**src/rtl/npuarc_to_txn_tracker.sv**
```systemverilog
// -----------------------------------------------------------------------------
// npuarc_to_txn_tracker
//
// Purpose:
//   Tracks outstanding bus transactions (request accepted / ack retired) and
//   drives a timeout monitor's to_start/to_end levels so that the monitor
//   counts only while work is outstanding and restarts on every retire
//   (forward-progress watchdog). The monitor's to_flag is turned into a
//   sticky error, a one-cycle interrupt pulse and, optionally, an abort flush
//   that synthesises retires until nothing is outstanding.
//
// Configuration macro:
//   NPUARC_TO_ABORT_EN - when defined, a timeout is followed by an ABORT
//                        state that emits abort_ack once per cycle until the
//                        outstanding count reaches zero. When undefined there
//                        is no ABORT state and abort_ack is tied low.
//
// Parameters:
//   OST_W   - width of the outstanding-transaction counter
//   OST_MAX - outstanding count at which req_ready drops (1..2**OST_W-1)
//
// Ports:
//   clk        in   clock, single domain
//   rst_a      in   synchronous active-high reset
//   req_valid  in   new transaction request
//   req_ready  out  request accepted when req_valid & req_ready
//   ack        in   one transaction retired
//   to_flag    in   timeout status from the monitor (level)
//   err_clr    in   clear the sticky error
//   to_start   out  to monitor: level, rising edge arms its counter
//   to_end     out  to monitor: level, rising edge clears its counter
//   to_err     out  sticky timeout error
//   to_irq     out  one-cycle pulse on to_err 0->1
//   ost_cnt    out  current outstanding count
//   abort_ack  out  synthetic error retire (abort build only)
// -----------------------------------------------------------------------------
module npuarc_to_txn_tracker #(
    parameter int OST_W   = 4,
    parameter int OST_MAX = 15
) (
    input  logic             clk,
    input  logic             rst_a,
    input  logic             req_valid,
    output logic             req_ready,
    input  logic             ack,
    input  logic             to_flag,
    input  logic             err_clr,
    output logic             to_start,
    output logic             to_end,
    output logic             to_err,
    output logic             to_irq,
    output logic [OST_W-1:0] ost_cnt,
    output logic             abort_ack
);

    localparam logic [OST_W-1:0] OST_MAX_C = OST_MAX[OST_W-1:0];
    localparam logic [OST_W-1:0] ONE_C     = {{(OST_W-1){1'b0}}, 1'b1};
    localparam logic [OST_W-1:0] ZERO_C    = {OST_W{1'b0}};

    typedef enum logic [2:0] {
        ST_IDLE    = 3'd0,
        ST_ARMED   = 3'd1,
        ST_RESTART = 3'd2,
`ifdef NPUARC_TO_ABORT_EN
        ST_TIMEOUT = 3'd3,
        ST_ABORT   = 3'd4
`else
        ST_TIMEOUT = 3'd3
`endif
    } state_t;

    state_t           state_r;
    state_t           next_state_s;
    logic [OST_W-1:0] ost_cnt_r;
    logic [OST_W-1:0] next_cnt_s;
    logic             req_ready_r;
    logic             to_start_r;
    logic             to_end_r;
    logic             to_err_r;
    logic             to_irq_r;
    logic             abort_ack_r;
    logic             acc_s;
    logic             ret_s;
    logic             err_set_s;
    logic             run_s;
    logic             ready_s;
    logic             abort_nxt_s;

`ifdef NPUARC_TO_ABORT_EN
    logic [OST_W:0]   cnt_ext_s;
    logic [OST_W:0]   dec_s;
    logic [OST_W:0]   diff_s;
`endif

    // Accept/retire qualification; an ack with nothing outstanding is spurious.
    always_comb begin
        acc_s = req_valid & req_ready_r;
        ret_s = ack & (ost_cnt_r != ZERO_C);
    end

    // Next outstanding count; never wraps in either direction.
    always_comb begin
        next_cnt_s = ost_cnt_r;
`ifdef NPUARC_TO_ABORT_EN
        // ABORT retires one synthetic transaction per cycle plus any real ack.
        cnt_ext_s = {1'b0, ost_cnt_r};
        dec_s     = {{(OST_W-1){1'b0}}, ret_s, ~ret_s};
        diff_s    = cnt_ext_s - dec_s;
        if (state_r == ST_ABORT) begin
            if (cnt_ext_s <= dec_s) begin
                next_cnt_s = ZERO_C;
            end else begin
                next_cnt_s = diff_s[OST_W-1:0];
            end
        end else begin
`endif
            case ({acc_s, ret_s})
                2'b10:   next_cnt_s = ost_cnt_r + ONE_C;
                2'b01:   next_cnt_s = ost_cnt_r - ONE_C;
                default: next_cnt_s = ost_cnt_r;
            endcase
`ifdef NPUARC_TO_ABORT_EN
        end
`endif
    end

    // Next-state logic, evaluated on the next count; an empty count always wins.
    always_comb begin
        next_state_s = state_r;
        case (state_r)
            ST_IDLE: begin
                if (next_cnt_s != ZERO_C) begin
                    next_state_s = ST_ARMED;
                end else begin
                    next_state_s = ST_IDLE;
                end
            end
            ST_ARMED: begin
                if (next_cnt_s == ZERO_C) begin
                    next_state_s = ST_IDLE;
                end else if (ret_s) begin
                    next_state_s = ST_RESTART;
                end else if (to_flag) begin
                    next_state_s = ST_TIMEOUT;
                end else begin
                    next_state_s = ST_ARMED;
                end
            end
            ST_RESTART: begin
                // Single-cycle to_end pulse, then re-arm if work remains.
                if (next_cnt_s != ZERO_C) begin
                    next_state_s = ST_ARMED;
                end else begin
                    next_state_s = ST_IDLE;
                end
            end
            ST_TIMEOUT: begin
                if (next_cnt_s == ZERO_C) begin
                    next_state_s = ST_IDLE;
`ifdef NPUARC_TO_ABORT_EN
                end else begin
                    next_state_s = ST_ABORT;
                end
`else
                end else if (ret_s) begin
                    next_state_s = ST_RESTART;
                end else begin
                    next_state_s = ST_TIMEOUT;
                end
`endif
            end
`ifdef NPUARC_TO_ABORT_EN
            ST_ABORT: begin
                if (next_cnt_s == ZERO_C) begin
                    next_state_s = ST_IDLE;
                end else begin
                    next_state_s = ST_ABORT;
                end
            end
`endif
            default: next_state_s = ST_IDLE;
        endcase
    end

    // Output values for the coming cycle, derived from the next state/count.
    always_comb begin
        run_s     = (next_state_s == ST_ARMED) || (next_state_s == ST_TIMEOUT);
        err_set_s = (next_state_s == ST_TIMEOUT) && (state_r != ST_TIMEOUT);
`ifdef NPUARC_TO_ABORT_EN
        abort_nxt_s = (next_state_s == ST_ABORT);
`else
        abort_nxt_s = 1'b0;
`endif
        ready_s = (next_cnt_s < OST_MAX_C) && !abort_nxt_s;
    end

    // State, count and all registered outputs.
    always_ff @(posedge clk) begin
        if (rst_a) begin
            state_r     <= ST_IDLE;
            ost_cnt_r   <= ZERO_C;
            req_ready_r <= 1'b1;
            to_start_r  <= 1'b0;
            to_end_r    <= 1'b1;
            to_err_r    <= 1'b0;
            to_irq_r    <= 1'b0;
            abort_ack_r <= 1'b0;
        end else begin
            state_r     <= next_state_s;
            ost_cnt_r   <= next_cnt_s;
            req_ready_r <= ready_s;
            to_start_r  <= run_s;
            to_end_r    <= ~run_s;
            // A set in the same cycle as a clear keeps the error.
            if (err_set_s) begin
                to_err_r <= 1'b1;
            end else if (err_clr) begin
                to_err_r <= 1'b0;
            end else begin
                to_err_r <= to_err_r;
            end
            to_irq_r    <= err_set_s & ~to_err_r;
            abort_ack_r <= abort_nxt_s;
        end
    end

    assign req_ready = req_ready_r;
    assign to_start  = to_start_r;
    assign to_end    = to_end_r;
    assign to_err    = to_err_r;
    assign to_irq    = to_irq_r;
    assign ost_cnt   = ost_cnt_r;
    assign abort_ack = abort_ack_r;

endmodule

```
**config.mk**
```make
export PLATFORM = sky130hd
export DESIGN_NAME = npuarc_to_txn_tracker
export DESIGN_NICKNAME = d
export VERILOG_FILES = /design/src/rtl/npuarc_to_txn_tracker.sv
export SDC_FILE = /design/constraint.sdc
export NUM_CORES = 1
export LEC_CHECK = 0
export CORE_AREA = 3 3 40 42
export CTS_BUF_LIST = sky130_fd_sc_hd__clkbuf_8
export DETAILED_ROUTE_END_ITERATION = 7
export DIE_AREA = 0 0 43 45
export PLACE_DENSITY = 0.75
export SYNTH_ARGS = -nofsm -noshare
export SYNTH_HDL_FRONTEND = slang
export SYNTH_SLANG_ARGS = --single-unit
```
**constraint.sdc**
```tcl
create_clock -name clk -period 3.4 [get_ports clk]
set_input_delay 0.51 -clock clk [delete_from_list [all_inputs] [get_ports clk]]
set_output_delay 0.51 -clock clk [all_outputs]
set_load 0.01 [all_outputs]
```
==> summary.txt <==
Cts repair resizes -> 0
Clock sink count -> 11
# diodes -> 0
Layout Skew -> 0.000378 ns
R2R Path Start -> ost_cnt[1]$_SDFF_PP0_
Grt total ovfl -> 0
Power Density -> 882 nW/um^2
Pre-CTS setup slack -> 0.268 ns
Fin crit period -> 2.89 ns
Max Slew Vio Count -> 0
Max Cap Viol -> 0
Die Width -> 43 um
Aggregate negative setup slack -> 0 ns
CP Launch Type -> flip-flop
Vias in the first global route -> 430
Hold wc startpoint -> to_err$_SDFFE_PP0P_
Initial Util -> 0.468
Final Cycle Share -> 0.849
CTS clk-pin slew, worst paths -> 0.05 ns
Setup Buffers After CTS -> 0
Min Hold Slack -> 0.447 ns
Slack of the critical path -> 0.513 ns
Syn_area_per_cell -> 9.71 um^2
Setup crit start -> ost_cnt[1]$_SDFF_PP0_
Crit path cell chain -> o41a_1 > ha_1 > or4b_1 > o41a_2 > a21oi_1 > and4b_1 > or2_2
Clock Latency Late Sink -> 0.23 ns
Crit path max fanout -> 9
Synthesized instance count -> 62
Leakage -> 0.312 nW
Crit path kind -> flip-flop to flip-flop
CP bufs+invs -> 0
Seq/Total Area, Yosys -> 0.366
Iteration-0 DRC Markers -> 7
Util after Layout -> 0.586
CP top delay family -> simple AND/OR/NAND/NOR gates
Synth top area share -> 0.366
HP Class -> flip-flop to flip-flop
Die H -> 45 um
Placed Area -> 708 um^2
Largest net degree at the start of global routing -> 10
Drt pass-1 iters -> 4
Post-DR vias/cell -> 5.28
DRC -> 0
Arr. time, crit path -> 3.01 ns
Worst Path Required -> 3.52 ns
Syn-to-layout area delta -> 25.2%
Routability Congestion -> 0.766
Row cnt -> 13
Root buffer cell -> clkbuf_8
F_max -> 346 MHz
DP Cell Count -> 86
Routed WL -> 1060 um
Syn nets -> 71
First-pass GRT wire length -> 1810 um
TritonCTS Buffers -> 3
Avg WL per Cell -> 11.7 um
IO Port Bufs -> 14
Worst VDD drop -> 0.000574 V
DIE AREA -> 1940 um^2
Fin area -> 753 um^2
Synth area leaders -> dfxtp_1 37%, nor2_1 6.9%, ha_1 6.2%
Vias -> 475
Number of I/O pins -> 16
Cell area after synthesis -> 602 um^2
RSZ-0062 raised after global routing -> false
# setup viols final -> 0
Yosys warns -> 0
Post-CTS Hold Fix Bufs -> 0
Total track usage -> 0.126
Remaining antenna violation count after routing -> 0
Clk buf depth -> 2
Nets -> 85
CTS tree -> built
Initial antenna violation count -> 0
Area leader, netlist -> dfxtp_1
# fillers -> 121
Slowest stage cell, crit path -> or4b_1
H-Tree Level Count -> 1
Status -> complete, no violations
Seq cells post-synth -> 11
Final Power -> 0.664 mW
Placeable core area -> 1280 um^2
Hold Vio Cnt, Final -> 0
Post-route insts no fill -> 90
Post-DP HPWL -> 814 um
Yosys cell types -> 31
Fraction of layout cells with a size suffix above 1 -> 0.120
CP max stage delay -> 0.55 ns
CP endpoint kind -> flip-flop
## power breakdown
part	internal, mW	total, mW	switching (mW)
combinational	0.169	0.323	0.154
clock	0.0790	0.124	0.0455
sequential	0.175	0.217	0.0426
total	0.422	0.664	0.242
## placed cells by master, fill, tap and decap left out
master,instances
o41a_2,1
a22o_2,1
and4b_1,1
nor4b_2,1
nand4b_1,1
or2b_1,1
nor2_1,11
conb_1,1
nand2_2,1
o21ai_0,1
o41a_1,1
xor2_1,2
nand3b_1,2
a2111o_1,1
a21o_1,1
mux2i_1,2
and2b_2,1
clkdlybuf4s50_1,14
xnor2_1,2
or2_2,1
or4b_1,2
dfxtp_1,11
a21oi_1,2
ha_1,3
inv_1,2
nor3_1,2
clkbuf_8,3
nand3_1,1
nand2_1,2
## metal layers
layer	part of all wire	global-route usage	up-vias
li1	-	-	240
met1	0.48	0.156	227
met2	0.49	0.195	6
met3	0.023	0.0239	2
met4	0.0076	0.0904	0
met5	0	0	-
## worst register-to-register path, delay by kind of cell (launching register included)
| family | cells | cell delay (ns) |
|---|---|---|
| and+or+nand+nor | 3 | 1.13 |
| DFF | 1 | 0.38 |
| AOI/OAI and AO/OA | 3 | 0.83 |
| adders and majority gates | 1 | 0.45 |
## sequential cells by signal (all words and copies together) (netlist names)
name	count
ost_cnt	4
req_ready	1
state_r	2
to_end	1
to_err	1
to_irq	1
to_start	1
## Yosys cell counts, drive strengths merged
| cell | n |
|---|---|
| nor4b | 1 |
| inv | 1 |
| and4b | 1 |
| ha | 3 |
| xnor2 | 2 |
| mux2i | 2 |
| a22o | 1 |
| nand3b | 2 |
| nor3 | 2 |
| or4b | 2 |
| nor2 | 11 |
| xor2 | 2 |
| dfxtp | 11 |
| buf | 3 |
| and2b | 1 |
| clkdlybuf4s15 | 1 |
| conb | 1 |
| nand3 | 1 |
| or2b | 1 |
| o41a | 2 |
| nand4b | 1 |
| o21ai | 1 |
| or2 | 1 |
| a2111o | 1 |
| a21o | 1 |
| clkdlybuf4s50 | 1 |
| a21oi | 2 |
| nand2 | 3 |
## worst paths after layout
path         slack [ns]  depth (start not counted)           endpoint
max                0.51                          7  to_end$_SDFF_PP1_
min                0.45                          1  to_irq$_SDFF_PP0_
max reg2reg        0.51                          7  to_end$_SDFF_PP1_
min reg2reg        0.45                          1  to_irq$_SDFF_PP0_
## kinds of logic after synthesis
logic type               after synthesis  share of synthesized area
AO/OA/AOI/OAI                          8                      0.112
XOR/XNOR                               4                     0.0582
adder cells (fa/ha/maj)                3                     0.0624
buffers and inverters                  6                     0.0935
flip-flops                            11                      0.366
multiplexers                           2                     0.0333
other                                  1                    0.00623
AND/OR/NAND/NOR                       27                      0.268
## cell type report
type,instances,area [um^2],share of cell area
clock inverter,1,3.75,0.00498
clock buffer,3,41.3,0.0548
multi-input combinational,45,325,0.432
sequential,11,220,0.292
tap,15,18.8,0.0249
timing repair buffer,14,140,0.186
inverter,1,3.75,0.00498
No activity file was read; power rests on OpenSTA's default activity.
